[src/rtl/uart_pkg.sv]
// Shared UART definitions: FSM states, oversampling constants and the baud divisor helper.
// Used by both the receiver and the transmitter.
package uart_pkg;

    typedef enum logic [2:0] {
        IDLE,
        START,
        DATA,
        STOP,
        WAIT_IDLE
    } uart_state_e;

    localparam int OVERSAMPLE = 16;

    // Mid-bit sample points within a 16-tick bit; the bit is decided on the last one.
    localparam logic [3:0] SAMPLE_A = 4'd7;
    localparam logic [3:0] SAMPLE_B = 4'd8;
    localparam logic [3:0] SAMPLE_C = 4'd9;

    // Rounded clock divisor for 16x oversampling.
    function automatic int uart_div(input int clkHz, input int baud);
        return (clkHz + baud * 8) / (baud * 16);
    endfunction

endpackage

[src/rtl/uart_receiver_if.sv]
// Receiver output bundle, matching the RX FIFO write side (data/strobe) plus status.
interface uart_receiver_if;
    logic       o_valid;
    logic [7:0] o_data;
    logic       o_frameErr;
    logic       o_busy;

    modport master (output o_valid, output o_data, output o_frameErr, output o_busy);
    modport slave  (input  o_valid, input  o_data, input  o_frameErr, input  o_busy);
endinterface

[src/rtl/uart_baud_tick.sv]
// Oversampling tick divider: one-cycle tick every DIV cycles, phase reset by i_clr.
module uart_baud_tick #(
    parameter int DIV = 54
) (
    input  logic i_clk,
    input  logic i_resetn,
    input  logic i_clr,
    output logic o_tick
);
    localparam int             W    = (DIV > 1) ? $clog2(DIV) : 1;
    localparam logic [W-1:0]   LAST = W'(DIV - 1);

    logic [W-1:0] cnt;

    always_ff @(posedge i_clk or negedge i_resetn) begin
        if (!i_resetn) begin
            cnt <= '0;
        end else if (i_clr || o_tick) begin
            cnt <= '0;
        end else begin
            cnt <= cnt + W'(1);
        end
    end

    assign o_tick = !i_clr && (cnt == LAST);

endmodule

[src/rtl/uart_receiver.sv]
// 8N1 UART receiver with 16x oversampling and 3-sample majority vote.
// Emits one-cycle o_valid per good byte, or o_frameErr when the stop bit is low.
module uart_receiver
    import uart_pkg::*;
#(
    parameter int CLK_FREQ   = 100_000_000,
    parameter int BAUD       = 115200,
    parameter int OVERSAMPLE = uart_pkg::OVERSAMPLE
) (
    input  logic            i_clk,
    input  logic            i_resetn,
    input  logic            i_serialIn,
    uart_receiver_if.master rx
);
    localparam int DIV = uart_div(CLK_FREQ, BAUD);

    logic        syncMeta;
    logic        rxs;
    logic [1:0]  syncFill;
    logic        armed;
    uart_state_e state;
    logic [3:0]  tcnt;
    logic [3:0]  bitIdx;
    logic [7:0]  shreg;
    logic        samp0;
    logic        samp1;
    logic        tick;
    logic        majority;
    logic        decide;

    // syncFill marks when rxs reflects a real pin sample rather than the reset value,
    // so a reset released on a low line cannot arm the receiver.
    always_ff @(posedge i_clk or negedge i_resetn) begin
        if (!i_resetn) begin
            syncMeta <= 1'b1;
            rxs      <= 1'b1;
            syncFill <= 2'b00;
        end else begin
            syncMeta <= i_serialIn;
            rxs      <= syncMeta;
            syncFill <= {syncFill[0], 1'b1};
        end
    end

    uart_baud_tick #(.DIV(DIV)) baudTick (
        .i_clk    (i_clk),
        .i_resetn (i_resetn),
        .i_clr    (state == IDLE),
        .o_tick   (tick)
    );

    assign majority = (samp0 & samp1) | (samp0 & rxs) | (samp1 & rxs);
    assign decide   = tick && (tcnt == SAMPLE_C);

    always_ff @(posedge i_clk or negedge i_resetn) begin
        if (!i_resetn) begin
            state         <= IDLE;
            armed         <= 1'b0;
            tcnt          <= '0;
            bitIdx        <= '0;
            shreg         <= '0;
            samp0         <= 1'b0;
            samp1         <= 1'b0;
            rx.o_valid    <= 1'b0;
            rx.o_frameErr <= 1'b0;
            rx.o_data     <= '0;
        end else begin
            rx.o_valid    <= 1'b0;
            rx.o_frameErr <= 1'b0;

            if (syncFill[1] && rxs) armed <= 1'b1;

            if (state != IDLE && tick) begin
                tcnt <= tcnt + 4'd1;
                if (tcnt == SAMPLE_A) samp0 <= rxs;
                if (tcnt == SAMPLE_B) samp1 <= rxs;
            end

            case (state)
                IDLE: begin
                    if (armed && !rxs) begin
                        state  <= START;
                        tcnt   <= '0;
                        bitIdx <= '0;
                    end
                end
                START: begin
                    if (decide && majority) begin
                        state <= IDLE;
                    end else if (tick && tcnt == 4'(OVERSAMPLE - 1)) begin
                        state <= DATA;
                    end
                end
                DATA: begin
                    if (decide) begin
                        shreg  <= {majority, shreg[7:1]};
                        bitIdx <= bitIdx + 4'd1;
                        if (bitIdx == 4'd7) state <= STOP;
                    end
                end
                STOP: begin
                    // Leaving at mid-stop-bit gives half a bit of resync margin.
                    if (decide) begin
                        if (majority) begin
                            rx.o_data  <= shreg;
                            rx.o_valid <= 1'b1;
                            state      <= IDLE;
                        end else begin
                            rx.o_frameErr <= 1'b1;
                            state         <= WAIT_IDLE;
                        end
                    end
                end
                WAIT_IDLE: begin
                    if (rxs) state <= IDLE;
                end
                default: state <= IDLE;
            endcase
        end
    end

    assign rx.o_busy = (state != IDLE);

endmodule

[src/flat_wrapper.sv]
// flat-port wrapper written by rule: the top's interface ports become plain ports
module uart_receiver_flat import uart_pkg::*;
#(
    parameter int CLK_FREQ   = 100_000_000,
    parameter int BAUD       = 115200,
    parameter int OVERSAMPLE = uart_pkg::OVERSAMPLE
)
  (i_clk, i_resetn, i_serialIn, rx_o_valid, rx_o_data, rx_o_frameErr, rx_o_busy);
  uart_receiver_if rx_i ();
  input  logic i_clk;
  input  logic i_resetn;
  input  logic i_serialIn;
  output wire logic [$bits(rx_i.o_valid)-1:0] rx_o_valid;
  output wire logic [$bits(rx_i.o_data)-1:0] rx_o_data;
  output wire logic [$bits(rx_i.o_frameErr)-1:0] rx_o_frameErr;
  output wire logic [$bits(rx_i.o_busy)-1:0] rx_o_busy;
  assign rx_o_valid = rx_i.o_valid;
  assign rx_o_data = rx_i.o_data;
  assign rx_o_frameErr = rx_i.o_frameErr;
  assign rx_o_busy = rx_i.o_busy;
  uart_receiver #(.CLK_FREQ(CLK_FREQ), .BAUD(BAUD), .OVERSAMPLE(OVERSAMPLE)) u_core (.i_clk(i_clk), .i_resetn(i_resetn), .i_serialIn(i_serialIn), .rx(rx_i));
endmodule
[config.mk]
export PLATFORM = sky130hd
export DESIGN_NAME = uart_receiver_flat
export DESIGN_NICKNAME = d
export VERILOG_FILES = /design/src/rtl/uart_pkg.sv /design/src/rtl/uart_receiver_if.sv /design/src/rtl/uart_baud_tick.sv /design/src/rtl/uart_receiver.sv /design/src/flat_wrapper.sv
export SDC_FILE = /design/constraint.sdc
export NUM_CORES = 1
export LEC_CHECK = 0
export ABC_AREA = 1
export BUFFER_PORTS_ARGS = -buffer_cell sky130_fd_sc_hd__buf_2
export CAP_MARGIN = 15
export CORE_AREA = 4 4 63 65
export CTS_CLUSTER_SIZE = 25
export DETAILED_ROUTE_END_ITERATION = 12
export DIE_AREA = 0 0 67 69
export GPL_TIMING_DRIVEN = 0
export PLACE_DENSITY = 0.85
export RECOVER_POWER = 100
export REMOVE_ABC_BUFFERS = 1
export SYNTH_ARGS = -nofsm -noshare
export SYNTH_HDL_FRONTEND = slang
export SYNTH_HIERARCHICAL = 1
export SYNTH_SLANG_ARGS = --single-unit
export TNS_END_PERCENT = 30
[constraint.sdc]
create_clock -name i_clk -period 2.6 [get_ports i_clk]
set_clock_uncertainty 0.2 [all_clocks]
set_input_delay 0.26 -clock i_clk [delete_from_list [all_inputs] [get_ports i_clk]]
set_output_delay 0.26 -clock i_clk [all_outputs]
set_load 0.02 [all_outputs]
# == Yosys cells after proc, flatten, opt, wreduce, memory -nomap -nowiden ==
# Index checks and enable logic that the tools add are counted.
# classes
bitwise,5
n_reduce_logical,19
n_mux,22
addsub,3
n_eq_ne,16
# ops
operator,count
3-bit 2-to-1 mux,8
4-bit 2-to-1 mux,5
3-bit one-hot mux with 5 select lines,1
4-bit == test (second input constant),3
2-bit by 1-bit inequality test with 1-bit output (second input constant),5
4-bit by 1-bit adder with 4-bit output (second input constant),2
4-bit by 3-bit == test with 1-bit output (second input constant),2
4-bit one-hot mux with 2 select lines,1
1-bit logical AND,7
6-bit by 1-bit adder with 6-bit output (second input constant),1
3-bit by 2-bit == test with 1-bit output (second input constant),2
6-bit == test (second input constant),1
1-bit 2-to-1 mux,6
6-bit 2-to-1 mux,1
2-bit AND reduction,3
3-bit AND reduction,2
6-bit AND reduction,1
1-bit AND,3
3-bit by 1-bit == test with 1-bit output (second input constant),1
3-bit == test (second input constant),1
3-bit zero test,1
3-bit by 1-bit inequality test with 1-bit output (second input constant),1
3-bit nonzero test,1
1-bit zero test,2
other kinds (3),4
# totals
register_bits,42
input_bits,3
out_inout_bits,11
word_cells,79

# == Depth between registers and ports, before layout ==
# depth
depth_word,7
ltp_mapped,13
depth_no_buf,13

# == Cells and area by module ==
# The synthesis kept the hierarchy.
# modules_own_cells
module,cells_each,area_per_inst_um2,instances,seq_area_each_um2
uart_receiver,182,1644.1,1,903.4
uart_baud_tick,34,315.3,1,150.1

# == Worst setup path after synthesis ==
# Ideal clock, no wire load.
# synth_timing
kind,reg2reg
startpoint,reg u_core.baudTick.cnt[1]
endpoint,reg u_core.rx.o_data[3]
path_buffers,1
setup_slack_ps,480
arrival_time_ps,1801
required_time_ps,2281
period_less_slack_ps,2120
path_stages_with_launch,12
setup_time_ps,119
cell_sequence,dfrtp_1 inv_1 ha_1 nand3_1 nor3_1 nand2_1 nor2_1 nand2_2 nor2_4 buf_6 nand2_1 o21a_1
# synth_between
elab_chain_cells,4
# synth_lines
element,line,rtl
"start, declared",uart_baud_tick.sv:13,logic [W-1:0] cnt;
"start signal, assigned",uart_baud_tick.sv:21,cnt <= cnt + W'(1);
6-bit == test,uart_baud_tick.sv:25,assign o_tick = !i_clr && (cnt == LAST);
1-bit logical AND,uart_baud_tick.sv:25,
net u_core.tick,uart_receiver.sv:27,logic tick;
1-bit logical AND,uart_receiver.sv:53,assign decide = tick && (tcnt == SAMPLE_C);
3-bit AND reduction (no line),-,
"end signal, assigned",uart_receiver.sv:105,rx.o_data <= shreg;
"end, declared",uart_receiver_if.sv:8,"modport master (output o_valid, output o_data, output o_frameErr, output o_busy);"
# The timed path passes the listed nets, and every way through them passes these cells.
# A chain may end at the register's enable or synchronous reset.

# == Final worst setup path ==
# layout_timing
startpoint,reg u_core.state[2]
endpoint,reg u_core.rx.o_data[5]
# layout_between
elab_chain_cells,5
elab_cells_between_ends,6
classes_between,eq/ne: 1; reduce/logical: 5
# layout_lines
element,line,rtl
"start, declared",uart_receiver.sv:21,uart_state_e state;
"start signal, assigned",uart_receiver.sv:57,state <= IDLE;
"start signal, assigned",uart_receiver.sv:82,state <= START;
"start signal, assigned",uart_receiver.sv:89,state <= IDLE;
3-bit zero test,uart_receiver.sv:48,".i_clr (state == IDLE),"
1-bit zero test,uart_baud_tick.sv:25,
1-bit logical AND,uart_baud_tick.sv:25,
net u_core.tick,uart_receiver.sv:27,
1-bit logical AND,uart_receiver.sv:53,
3-bit AND reduction (no line),-,
# The timed path passes the listed nets, and every way through them passes these cells.

==> impl_metrics.csv <==
group,metric,value,unit
floorplanning,start_util,58.72,%
synth,yosysMostFrequentCell,"nand2_1",
global_route,grt_max_degree,43,
placement,dp_hpwl,2264,um
floorplanning,dieArea,0.004623,sq mm
detailed_routing,viasPerCell,4.897,
clocking,clock_latency,0.35,ns
timing,setup_viol,0,
clocking,clk_pin_slew,0.12,ns
pwr,ir_drop,0.5044,mV
status,outcome,"complete, no violations",
placement,place_inst,273,
timing,min_period,2.357,ns
synth,ys_ff_latch,42,
timing,worst_pin_slew,0.9889,ns
setup_path,crit_fanout,14,
timing,fin_crit_sh,90.66,%
synth,synth_top_area_share,51.09,%
clocking,post-cts-setup-buffers,0,
global_route,grt_pass1_wl,5492,um
placement,portBuffers,13,
floorplanning,top_level_ports,14,
synth,ys_seq_area_share,53.77,%
job,drv_cap,0,
finish,layoutNonFillerInstCount,282,
floorplanning,num_rows,21,
pwr,leakage,0.9973,nW
global_route,grt.total_usage,15.54,%
floorplanning,die_y,69,um
timing,finalMaxSlewViolations,0,
clocking,cts_tree,"built",
pwr,power_density,729.1,mW/mm^2
finish,synthToLayoutAreaGrowth,8.110,%
timing,setup_ws,0.2429,ns
timing,rsz0062_at_grt,"false",
placement,gp_congestion,0.8587,
synth,ys.flop_type,"dfrtp_1",
placement,pre_cts_ws,-0.09905,ns
synth,synthDistinctLibCells,27,
detailed_routing,drt_pass1_iterations,4,
detailed_routing,ant_nets,0,
synth,netlist_area,0.001959,sq mm
floorplanning,core,0.003337,sq mm
synth,syn_area_per_cell,9.071,sq um
setup_path,cp_data_arrival_time,2.40,ns
synth,synth_largest_area_cell,"dfrtp_1",
clocking,clockBufferDepth,2,
synth,yosysWarnings,6,
global_route,grt_antenna_before_repair,0,
detailed_routing,wirelength,3147,um
global_route,grt_pass1_vias,1305,
detailed_routing,vias,1381,
clocking,ctsHtreeMaxLevel,2,
detailed_routing,drc,0,
synth,synthTopCellsByCount,"nand2_1 (55), dfrtp_1 (40), inv_1 (23)",
clocking,cts_sinks,42,
setup_path,path_class,"register to register",
finish,drive_above_1_share,8.898,%
synth,async_flop_share,100.0,%
setup_path,required,2.65,ns
synth,syn_inst,216,
setup_path,worstSetupEndpointType,"register",
timing,max_freq,424.2,MHz
clocking,cts_made_buffers,5,
floorplanning,die_x,67,um
setup_path,cp-start-kind,"register",
clocking,cts_root_buf,"clkbuf_4",
timing,hold_viol,0,
global_route,grt_overflow_total,0,
timing,maxSlewHeadroom,34.07,%
finish,layout.nets,245,
detailed_routing,wl_per_cell,11.16,um
worst_hold_path,worstHoldPathType,"register to register",
timing,hold_slack,0.1596,ns
detailed_routing,drt-initial-drc-count,90,
finish,n_antenna_cell,0,
synth,synth.area.top_cells,"dfrtp_1 (51%), nand2_1 (11%), inv_1 (4.4%), nand3_1 (4.3%), ha_1 (3.8%)",
synth,synth_edf_count,0,
through the flow:
step                      power [mW]  instance area, sq um  setup TNS, ns  util [%]
final                          1.544                  2118              0     63.48
after global routing           1.650                  2118              0     63.48
after CTS                      1.597                  2167              0     64.94
after detailed placement       1.166                  2063        -0.2801     61.83
after global placement         1.152                  2063      -0.007107     61.83
after floorplan                1.078                  1941              0         -
metal layers:
metal,GRT usage (%),routed length [um],vias up
li1,-,-,726
met1,19.76,1486,629
met2,24.02,1493,22
met3,5.357,116,4
met4,6.081,50,0
met5,0,0,-
report_power, final:
part           internal (mW)  total (mW)  switching [mW]
logic                  0.118       0.364           0.246
registers              0.702       0.759          0.0569
clock network          0.224       0.422           0.198
logic make-up (layout without fill, tap and decap cells):
kind of cell	count (synthesis)	count (layout)	share of synthesized area (%)
AOI/OAI and AO/OA	32	32	11.11
buffers and inverters	28	48	5.939
and+or+nand+nor	103	103	23.37
adders and majority gates	6	6	3.831
xor gates and xnor gates	4	4	1.788
other	1	1	0.1914
DFF	42	42	53.77
worst paths after layout:
path                                               end  slack (ns)  cells past startpoint               start
min in group asynchronous       u_core/baudTick/cnt[5]        0.40                      2            i_resetn
worst max-delay path               u_core/rx.o_data[5]        0.24                     10     u_core/state[2]
worst max register to register     u_core/rx.o_data[5]        0.24                     10     u_core/state[2]
worst min register to register      u_core/syncFill[1]        0.16                      0  u_core/syncFill[0]
max in group asynchronous              u_core/shreg[7]        1.20                      2            i_resetn
worst min-delay path                u_core/syncFill[1]        0.16                      0  u_core/syncFill[0]
critical path, cell delays in order, from the launching register on:
cell     delay [ns]
dfrtp_1        0.48
inv_1          0.07
nand2_1        0.10
nor2_1         0.12
nor3_4         0.28
nand2_1        0.11
nor2_1         0.20
nand2_1        0.19
nor2_4         0.29
nand2_1        0.10
o21a_1         0.11
registers in the layout (all words and copies together) (netlist names), 2 cells and up:
name and count:
u_core/rx.o_data 8, u_core/shreg 8, u_core/baudTick/cnt 6, u_core/bitIdx 4, u_core/tcnt 4, u_core/state 3, u_core/syncFill 2
repair_timing:
item                                    in CTS  in global routing
endpoints found under the setup margin       7                 17
resized for setup                            1                  2
hold buffers                                 2                  0
endpoints found under the hold margin       41                  0
pin swaps                                    0                  0
cells in the final DEF (no fill, tap or decap), types with 2 or more instances in the layout:
| master | Yosys | final |
|---|---|---|
| o21bai_1 | 1 | 2 |
| nor2_1 | 15 | 17 |
| nand2_2 | 4 | 2 |
| xor2_1 | 3 | 3 |
| nand3_1 | 17 | 17 |
| a21oi_1 | 6 | 6 |
| dlygate4sd3_1 | 0 | 2 |
| inv_2 | 3 | 2 |
| nor3_1 | 4 | 3 |
| clkbuf_4 | 0 | 5 |
| inv_1 | 23 | 24 |
| buf_2 | 0 | 2 |
| nor2_4 | 3 | 2 |
| ha_1 | 6 | 6 |
| dfrtp_1 | 40 | 40 |
| o21a_1 | 5 | 5 |
| clkbuf_1 | 0 | 10 |
| o21ai_0 | 11 | 16 |
| nand2_1 | 55 | 57 |
| nand4_1 | 2 | 2 |
area by class of cell:
| type | count | area, sq um |
|---|---|---|
| Clock buffer | 6 | 51.30 |
| Multi-Input combinational cell | 146 | 755.7 |
| Clock inverter | 1 | 30.03 |
| Timing Repair Buffer | 15 | 72.57 |
| Tap cell | 46 | 57.56 |
| Inverter | 26 | 97.59 |
| Fill cell | 290 | 1219 |
| Sequential cell | 42 | 1054 |
Note: power is estimated with default switching activity, not from simulation.
